--- src/rtl/uart_rx_pkg.sv ---
// Shared definitions for the UART receiver: FSM state encoding and parity codes
// (same encodings as the transmitter so both ends agree on frame format).
package uart_rx_pkg;

  typedef enum logic [2:0] {
    ST_IDLE   = 3'd0,
    ST_START  = 3'd1,
    ST_DATA   = 3'd2,
    ST_PARITY = 3'd3,
    ST_STOP   = 3'd4
  } rx_state_e;

  localparam logic [1:0] PARITY_NONE = 2'd0;
  localparam logic [1:0] PARITY_ODD  = 2'd1;
  localparam logic [1:0] PARITY_EVEN = 2'd2;

  // Code 3 is reserved and behaves as no parity.
  function automatic logic [1:0] norm_parity(input logic [1:0] p);
    return ((p == PARITY_ODD) || (p == PARITY_EVEN)) ? p : PARITY_NONE;
  endfunction

endpackage

--- src/rtl/uart_rx_sync.sv ---
// Two-flop synchronizer for the asynchronous serial line; resets to the idle (high) level.
module uart_rx_sync (
  input  logic clk,
  input  logic rst,
  input  logic d,
  output logic q
);

  logic meta_q, meta_d;
  logic sync_q, sync_d;

  always_comb begin
    meta_d = d;
    sync_d = meta_q;
  end

  always_ff @(posedge clk or negedge rst) begin
    if (!rst) begin
      meta_q <= 1'b1;
      sync_q <= 1'b1;
    end else begin
      meta_q <= meta_d;
      sync_q <= sync_d;
    end
  end

  assign q = sync_q;

endmodule

--- src/rtl/uart_rx.sv ---
// UART receiver for 8N1/8O1/8E1 frames. Optional 3-sample majority voting per bit
// when UART_RX_MAJORITY_VOTE_EN is defined; default build samples once at mid-bit.
//
// state  | meaning
// IDLE   | waiting for a 1->0 edge on the synced line
// START  | counting to mid start bit, rejecting glitches
// DATA   | sampling DATA_BITS data bits, LSB first
// PARITY | sampling the parity bit (only if enabled)
// STOP   | sampling stop bit, then publishing byte and flags
module uart_rx
  import uart_rx_pkg::*;
#(
  parameter int CLOCKS_PER_BIT  = 434,
  parameter int DATA_BITS       = 8,
  parameter int CLOCK_CTR_WIDTH = 32
) (
  input  logic                 clk,
  input  logic                 rst,
  input  logic                 serial_in,
  input  logic [1:0]           parity_type,
  output logic [DATA_BITS-1:0] out_data,
  output logic                 rx_done,
  output logic                 parity_error,
  output logic                 framing_error,
  output logic                 rx_busy
);

  localparam int IDX_W = (DATA_BITS > 1) ? $clog2(DATA_BITS) : 1;
  localparam logic [CLOCK_CTR_WIDTH-1:0] LAST     = CLOCK_CTR_WIDTH'(CLOCKS_PER_BIT - 1);
  localparam logic [CLOCK_CTR_WIDTH-1:0] MID      = CLOCK_CTR_WIDTH'((CLOCKS_PER_BIT - 1) / 2);
  localparam logic [CLOCK_CTR_WIDTH-1:0] CTR_ONE  = CLOCK_CTR_WIDTH'(1);
  localparam logic [IDX_W-1:0]           LAST_IDX = IDX_W'(DATA_BITS - 1);
  localparam logic [IDX_W-1:0]           IDX_ONE  = IDX_W'(1);

  logic s_in;
  logic bit_val;

  rx_state_e                  state_q, state_d;
  logic [CLOCK_CTR_WIDTH-1:0] ctr_q, ctr_d;
  logic [IDX_W-1:0]           idx_q, idx_d;
  logic [DATA_BITS-1:0]       shift_q, shift_d;
  logic [1:0]                 par_mode_q, par_mode_d;
  logic                       par_bit_q, par_bit_d;
  logic                       s_prev_q, s_prev_d;
  logic [DATA_BITS-1:0]       out_data_q, out_data_d;
  logic                       rx_done_q, rx_done_d;
  logic                       pe_q, pe_d;
  logic                       fe_q, fe_d;

  uart_rx_sync u_sync (
    .clk (clk),
    .rst (rst),
    .d   (serial_in),
    .q   (s_in)
  );

  assign s_prev_d = s_in;

`ifdef UART_RX_MAJORITY_VOTE_EN
  // Vote over the current and two previous synced samples so the decision stays on the same count.
  logic s_prev2_q, s_prev2_d;
  assign s_prev2_d = s_prev_q;
  always_ff @(posedge clk or negedge rst) begin
    if (!rst) s_prev2_q <= 1'b1;
    else      s_prev2_q <= s_prev2_d;
  end
  assign bit_val = (s_in & s_prev_q) | (s_in & s_prev2_q) | (s_prev_q & s_prev2_q);
`else
  assign bit_val = s_in;
`endif

  always_ff @(posedge clk or negedge rst) begin
    if (!rst) begin
      state_q    <= ST_IDLE;
      ctr_q      <= '0;
      idx_q      <= '0;
      shift_q    <= '0;
      par_mode_q <= PARITY_NONE;
      par_bit_q  <= 1'b0;
      s_prev_q   <= 1'b1;
      out_data_q <= '0;
      rx_done_q  <= 1'b0;
      pe_q       <= 1'b0;
      fe_q       <= 1'b0;
    end else begin
      state_q    <= state_d;
      ctr_q      <= ctr_d;
      idx_q      <= idx_d;
      shift_q    <= shift_d;
      par_mode_q <= par_mode_d;
      par_bit_q  <= par_bit_d;
      s_prev_q   <= s_prev_d;
      out_data_q <= out_data_d;
      rx_done_q  <= rx_done_d;
      pe_q       <= pe_d;
      fe_q       <= fe_d;
    end
  end

  always_comb begin
    state_d    = state_q;
    ctr_d      = ctr_q;
    idx_d      = idx_q;
    shift_d    = shift_q;
    par_mode_d = par_mode_q;
    par_bit_d  = par_bit_q;
    out_data_d = out_data_q;
    rx_done_d  = 1'b0;
    pe_d       = pe_q;
    fe_d       = fe_q;
    case (state_q)
      ST_IDLE: begin
        ctr_d = '0;
        idx_d = '0;
        if (s_prev_q && !s_in) begin
          state_d    = ST_START;
          par_mode_d = norm_parity(parity_type);
        end
      end
      ST_START: begin
        if (ctr_q == MID) begin
          ctr_d   = '0;
          state_d = bit_val ? ST_IDLE : ST_DATA;
        end else begin
          ctr_d = ctr_q + CTR_ONE;
        end
      end
      ST_DATA: begin
        if (ctr_q == LAST) begin
          ctr_d          = '0;
          shift_d[idx_q] = bit_val;
          if (idx_q == LAST_IDX) begin
            idx_d   = '0;
            state_d = (par_mode_q != PARITY_NONE) ? ST_PARITY : ST_STOP;
          end else begin
            idx_d = idx_q + IDX_ONE;
          end
        end else begin
          ctr_d = ctr_q + CTR_ONE;
        end
      end
      ST_PARITY: begin
        if (ctr_q == LAST) begin
          ctr_d     = '0;
          par_bit_d = bit_val;
          state_d   = ST_STOP;
        end else begin
          ctr_d = ctr_q + CTR_ONE;
        end
      end
      ST_STOP: begin
        if (ctr_q == LAST) begin
          ctr_d      = '0;
          state_d    = ST_IDLE;
          rx_done_d  = 1'b1;
          out_data_d = shift_q;
          fe_d       = ~bit_val;
          case (par_mode_q)
            PARITY_ODD:  pe_d = (par_bit_q != ~^shift_q);
            PARITY_EVEN: pe_d = (par_bit_q != ^shift_q);
            default:     pe_d = 1'b0;
          endcase
        end else begin
          ctr_d = ctr_q + CTR_ONE;
        end
      end
      default: state_d = ST_IDLE;
    endcase
  end

  always_comb begin
    rx_busy = (state_q != ST_IDLE);
  end

  assign out_data      = out_data_q;
  assign rx_done       = rx_done_q;
  assign parity_error  = pe_q;
  assign framing_error = fe_q;

endmodule
--- config.mk ---
export PLATFORM = sky130hd
export DESIGN_NAME = uart_rx
export DESIGN_NICKNAME = d
export VERILOG_FILES = /design/src/rtl/uart_rx_pkg.sv /design/src/rtl/uart_rx_sync.sv /design/src/rtl/uart_rx.sv
export SDC_FILE = /design/constraint.sdc
export NUM_CORES = 1
export LEC_CHECK = 0
export CAP_MARGIN = 10
export CORE_ASPECT_RATIO = 1.5
export CORE_MARGIN = 2
export CORE_UTILIZATION = 60
export DETAILED_ROUTE_END_ITERATION = 16
export GPL_TIMING_DRIVEN = 0
export PLACE_DENSITY = 0.79
export SYNTH_ARGS = -nofsm -noshare
export SYNTH_HDL_FRONTEND = slang
export SYNTH_HIERARCHICAL = 1
export SYNTH_SLANG_ARGS = --single-unit
export TNS_END_PERCENT = 5
--- constraint.sdc ---
create_clock -name clk -period 5.75 [get_ports clk]
set_clock_uncertainty 0.1 [all_clocks]
set_input_delay 1.15 -clock clk [delete_from_list [all_inputs] [get_ports clk]]
set_output_delay 1.15 -clock clk [all_outputs]
set_load 0.03 [all_outputs]
; Yosys cells after proc, flatten, opt, wreduce, memory -nomap -nowiden
; Index checks and enable logic that the tools add are counted.
[word_totals]
latchBits = 0
in_bits = 5
output_inout_bits = 12
mem_bits_ro = 0
n_memories = 0
mem_bits_rw = 0
wordCells = 77
regBits = 63
[classes]
bitwise = 1
eq_ne = 19
shifts = 0
mux = 22
n_mul = 0
div = 0
n_lt_le_gt_ge = 2
reduce_logical = 18
add_sub_neg = 2
[ops]
columns = cell, n
row1 = $pmux 32 s3, 1
row2 = $mux 32, 2
row3 = $add 32x1->32 const B, 1
row4 = $eq 32x8->1 const B, 1
row5 = $eq 32x9->1 const B, 1
row6 = $mux 3, 9
row7 = $pmux 3 s5, 1
row8 = $ne 2x2->1 const B, 6
row9 = $reduce_and 2->1, 5
row10 = $bwmux 8, 1
row11 = $reduce_xnor 8->1, 1
row12 = $reduce_xor 8->1, 1
row13 = $eq 3x2->1 const B, 2
row14 = $eq 3x3->1 const B, 2
row15 = $pmux 3 s2, 1
row16 = $reduce_and 6->1, 1
row17 = $reduce_bool 3->1, 2
row18 = $eq 2x1->1 const B, 2
row19 = $eq 2x2->1 const B, 2
row20 = $lt 3x4->1 const B, 1
row21 = $mux 2, 2
row22 = $reduce_bool 2->1, 2
row23 = $add 3x1->3 const B, 1
row24 = $demux 1 s3, 1
row25 = 11 further kinds, 15

; Depth between registers and ports, before layout
[logic_depth]
depth_word = 5
mapped_depth = 9
depth_no_buf = 7

; Cells and area by module
; The synthesis kept the hierarchy.
[by_module_without_submodules]
columns = module, seq_area_each_um2, cells_each, instances, area_each_um2
row1 = uart_rx, 1527.7, 380, 1, 3580.9
row2 = uart_rx_sync, 52.6, 2, 1, 52.6

; Worst setup path after synthesis
; No wires, ideal clock.
[synth_timing]
path_type = register -> output
startpoint = reg state_q[1]
endpoint = out rx_busy
n_path_buf = 2
required_ns = 4.500
path_slack_ns = 3.454
arrival_time_ns = 1.046
path_stages_with_launch = 4
cell_sequence = dfrtp_1 > clkbuf_1 > or3_1 > clkbuf_1
[synth_between]
elab_chain_cells = 1
[synth_rtl]
columns = item, line
row1 = "start, declared", uart_rx.sv:38  ; rx_state_e state_q, state_d;
row2 = "start signal, assigned", uart_rx.sv:86  ; state_q <= state_d;
row3 = $reduce_bool 3->1, uart_rx.sv:172  ; rx_busy = (state_q != ST_IDLE);
row4 = "end, declared", uart_rx.sv:25  ; output logic rx_busy
; No other way between the ends.

; Final worst setup path
; Ends and elaborated chain as after synthesis.

==> flow_metrics.tcl <==
set metrics [dict create \
    status "completed" \
    cp_max_fo 10 \
    place_congestion 0.956 \
    p_leak_nw 1.76 \
    rr_startpoint "ctr_q[1]" \
    wl_um 8670 \
    tritoncts "built" \
    period_needed_ns 3.33 \
    syn_nets 394 \
    yosysMostFrequentCell "dfrtp_1" \
    diodes 0 \
    synthTopCellsByCount "dfrtp_1 (60), nand2_1 (48), nand3_1 (21)" \
    synth.distinct_cells 64 \
    cts_root_buf "clkbuf_8" \
    wl_per_cell_um 17.8 \
    num_rows 34 \
    postCtsHoldBufs 0 \
    ys_ff_latch 63 \
    syn_avg_cell_area_um2 9.51 \
    synth_ff_type "dfrtp_1" \
    crit_buf_inv 3 \
    synth_edf_count 0 \
    synthCells 382 \
    clockBufferDepth 2 \
    path_cells "clkbuf_1 -> or3_1 -> clkbuf_1 -> clkdlybuf4s50_1" \
    hold_end "u_sync/q" \
    reg2regPathDepth 9 \
    ys_warn_count 6 \
    p_per_area_mw_per_mm2 352 \
    drive_gt1_share_pct 14.0 \
    max-cap-violations 0 \
    period_share_pct 57.9 \
    whs_path_depth 0 \
    fill_cells 479 \
    final_nets 421 \
    crit_slowest_cell "clkdlybuf4s50_1" \
    final_cell_area_mm2 0.00411 \
    overflow 0 \
    start_util_pct 62.3 \
    die_height_um 99.3 \
    p_int_mw 0.866 \
    grt_util_all_layers_pct 29.4 \
    slew-limit-headroom_pct 47.7 \
    grt_pass1_vias 3108 \
    clockPowerShare_pct 31.2 \
    synth_top_area_share_pct 41.3 \
    portBuffers 16 \
    drtPass1Iterations 4 \
    io_pins 17 \
    h-tree-depth 3 \
    worst_pin_slew_ns 0.784 \
    finalMaxSlewViolations 0 \
    finalWorstSetupSlack_ns 2.42 \
    power_frac_comb_pct 34.1 \
    grt_antenna_before_repair 0 \
    cp_data_arrival_time_ns 2.08 \
    worstHoldPathType "register to register" \
    via_count 3183 \
    seq_area_frac_synth_pct 43.5 \
    path_common_cell "clkbuf_1" \
    vdd_drop_max_mv 0.219 \
    via_per_inst 6.55 \
    grt_max_degree 64 \
    cpPeakStageDelay_ns 0.73 \
    worst_r2r_endpoint "ctr_q[9]" \
    cts_buffers 9 \
    seq_power_share_pct 34.7 \
    hpwl_um 5990 \
    cts_sinks 63 \
    p_sw_mw 0.583 \
    first_iter_violations 316 \
    clock_latency_ns 0.36 \
    coreArea_mm2 0.00583 \
    post-cts-setup-buffers 0 \
    netSwitchingFraction_pct 40.2 \
    grt_pass1_wl_um 14700 \
    drc 0 \
    regToRegSetupSlack_ns 2.80 \
    critical-path-top-delay-family "buffers and inverters" \
    die_area_mm2 0.00671 \
    hp-start "u_sync/meta_q" \
    endpoint_kind "output pin" \
    fin_setup_tns_ns 0 \
    cts_resized 0 \
    critical_path_class "register to output pin" \
    rsz0062_at_grt "no" \
    netlist_area_mm2 0.00363 \
    place_area_mm2 0.00388 \
    ant_nets 0 \
    synthToLayoutAreaGrowth_pct 13.2 \
    netlist.top_cell.by_area "dfrtp_1" \
    hold_viol 0 \
    path_clk_slew_ns 0.07 \
    max_freq_mhz 300 \
    start_kind "register" \
    die_w_um 67.5 \
    pre_cts_ws_ns 2.84 \
    worstPathRequired_ns 4.50 \
    setup_viol 0 \
    synthTopCellsByArea "dfrtp_1 (41%), mux2_2 (5.3%), nand2_1 (5.0%), nand3_1 (2.9%), o211ai_1 (2.7%)" \
    async_flop_share_pct 100 \
]
-- final cells by class --
cell class              instances  area [µm²]  area share (%)
flip-flops and latches         63        1580            38.4
well taps                      72        90.1            2.19
inverters                      15        56.3            1.37
clock inverters                 6        92.6            2.25
clock buffers                  10         138            3.35
repair buffers                 16         158            3.83
plain buffers                  22        97.6            2.37
multi-input cells             282        1900            46.2
-- stage by stage --
| stage | power, mW | hold WS [ns] | cells | utilization (%) |
|---|---|---|---|---|
| detailed placement | 0.995 | 0.250 | 470 | 66.6 |
| global placement | 0.984 | 0.247 | 470 | 66.6 |
| finish | 1.45 | 0.260 | 486 | 70.5 |
| CTS | 1.45 | 0.263 | 486 | 70.5 |
| global route | 1.53 | 0.265 | 486 | 70.5 |
| floorplan | 0.833 | 0.245 | 382 | - |
-- worst register-to-register path: stages (launching register included) --
cell,delay [ns]
dfrtp_1,0.44
inv_1,0.10
ha_1,0.14
nand4_1,0.10
nor4b_2,0.62
a32oi_1,0.29
clkbuf_1,0.31
nor2_1,0.27
buf_2,0.31
o211ai_1,0.14
-- sequential cells by signal, summed over array words and instances, names as in the netlist --
register and cells:
shift_q 8, out_data 8, s_prev_q 1, rx_done 1
par_bit_q 1, ctr_q 32, u_sync/meta_q 1, state_q 3
u_sync/q 1, framing_error 1, idx_q 3, parity_error 1
par_mode_q 2
-- power groups by stage --
stage	Sequential [mW]	Combinational [mW]	Clock, mW
floorplan	0.502	0.330	0
global placement	0.510	0.474	0
detailed placement	0.511	0.485	0
CTS	0.503	0.489	0.455
global route	0.508	0.542	0.478
finish	0.503	0.494	0.452
-- worst max path at each step --
stage               startpoint   endpoint  slack, ns  cells after the start
finish              state_q[1]    rx_busy       2.42                      4
global route        state_q[1]    rx_busy       2.33                      4
CTS                 state_q[1]    rx_busy       2.41                      4
detailed placement  state_q[1]    rx_busy       2.84                      4
global placement           rst  ctr_q[17]       1.31                      1
floorplan           state_q[1]    rx_busy       3.45                      3
-- placed cells by master (no fill, tap or decap), types with 2 or more instances in the layout --
cell and count:
inv_1 15, nand4_1 7, nor2b_1 7, a21o_1 2
clkbuf_8 10, mux2_2 17, nor2_4 2, nor4_1 13
o21ai_0 18, nand2_1 48, clkinvlp_4 2, and2_1 6
dfrtp_1 60, buf_2 9, buf_4 2, clkdlybuf4s50_1 15
nand3b_1 2, nor3_1 11, nand2b_1 5, a221oi_1 2
and4_1 4, a2111o_1 2, o2111ai_1 2, nand3_1 21
bufinv_16 2, o221ai_1 4, dfstp_2 3, nor2_1 14
a221o_1 4, mux2i_1 3, o211ai_1 13, o22ai_1 4
a2bb2oi_1 5, clkbuf_1 12, xnor2_1 7, or4_1 5
and3_1 4, ha_1 7, a21oi_1 9, or3_1 6
-- metal layers --
layer	track usage [%]	part of all wire, %
met1	35.1	40
met2	48.8	52
met3	5.43	3.9
met4	16.2	4.1
met5	0	0
-- kinds of logic (layout without fill, tap and decap cells) --
family                     count (synthesis)  count (layout)  share of synthesized area, %
adders and majority gates                  7               7                          2.41
AOI/OAI and AO/OA                         80              80                          16.1
DFF                                       63              63                          43.5
and+or+nand+nor                          165             165                          24.8
muxes                                     21              21                          6.40
xor gates and xnor gates                   9               9                          2.55
buffers and inverters                     37              69                          4.24
No activity file was read; power rests on OpenSTA's default activity.
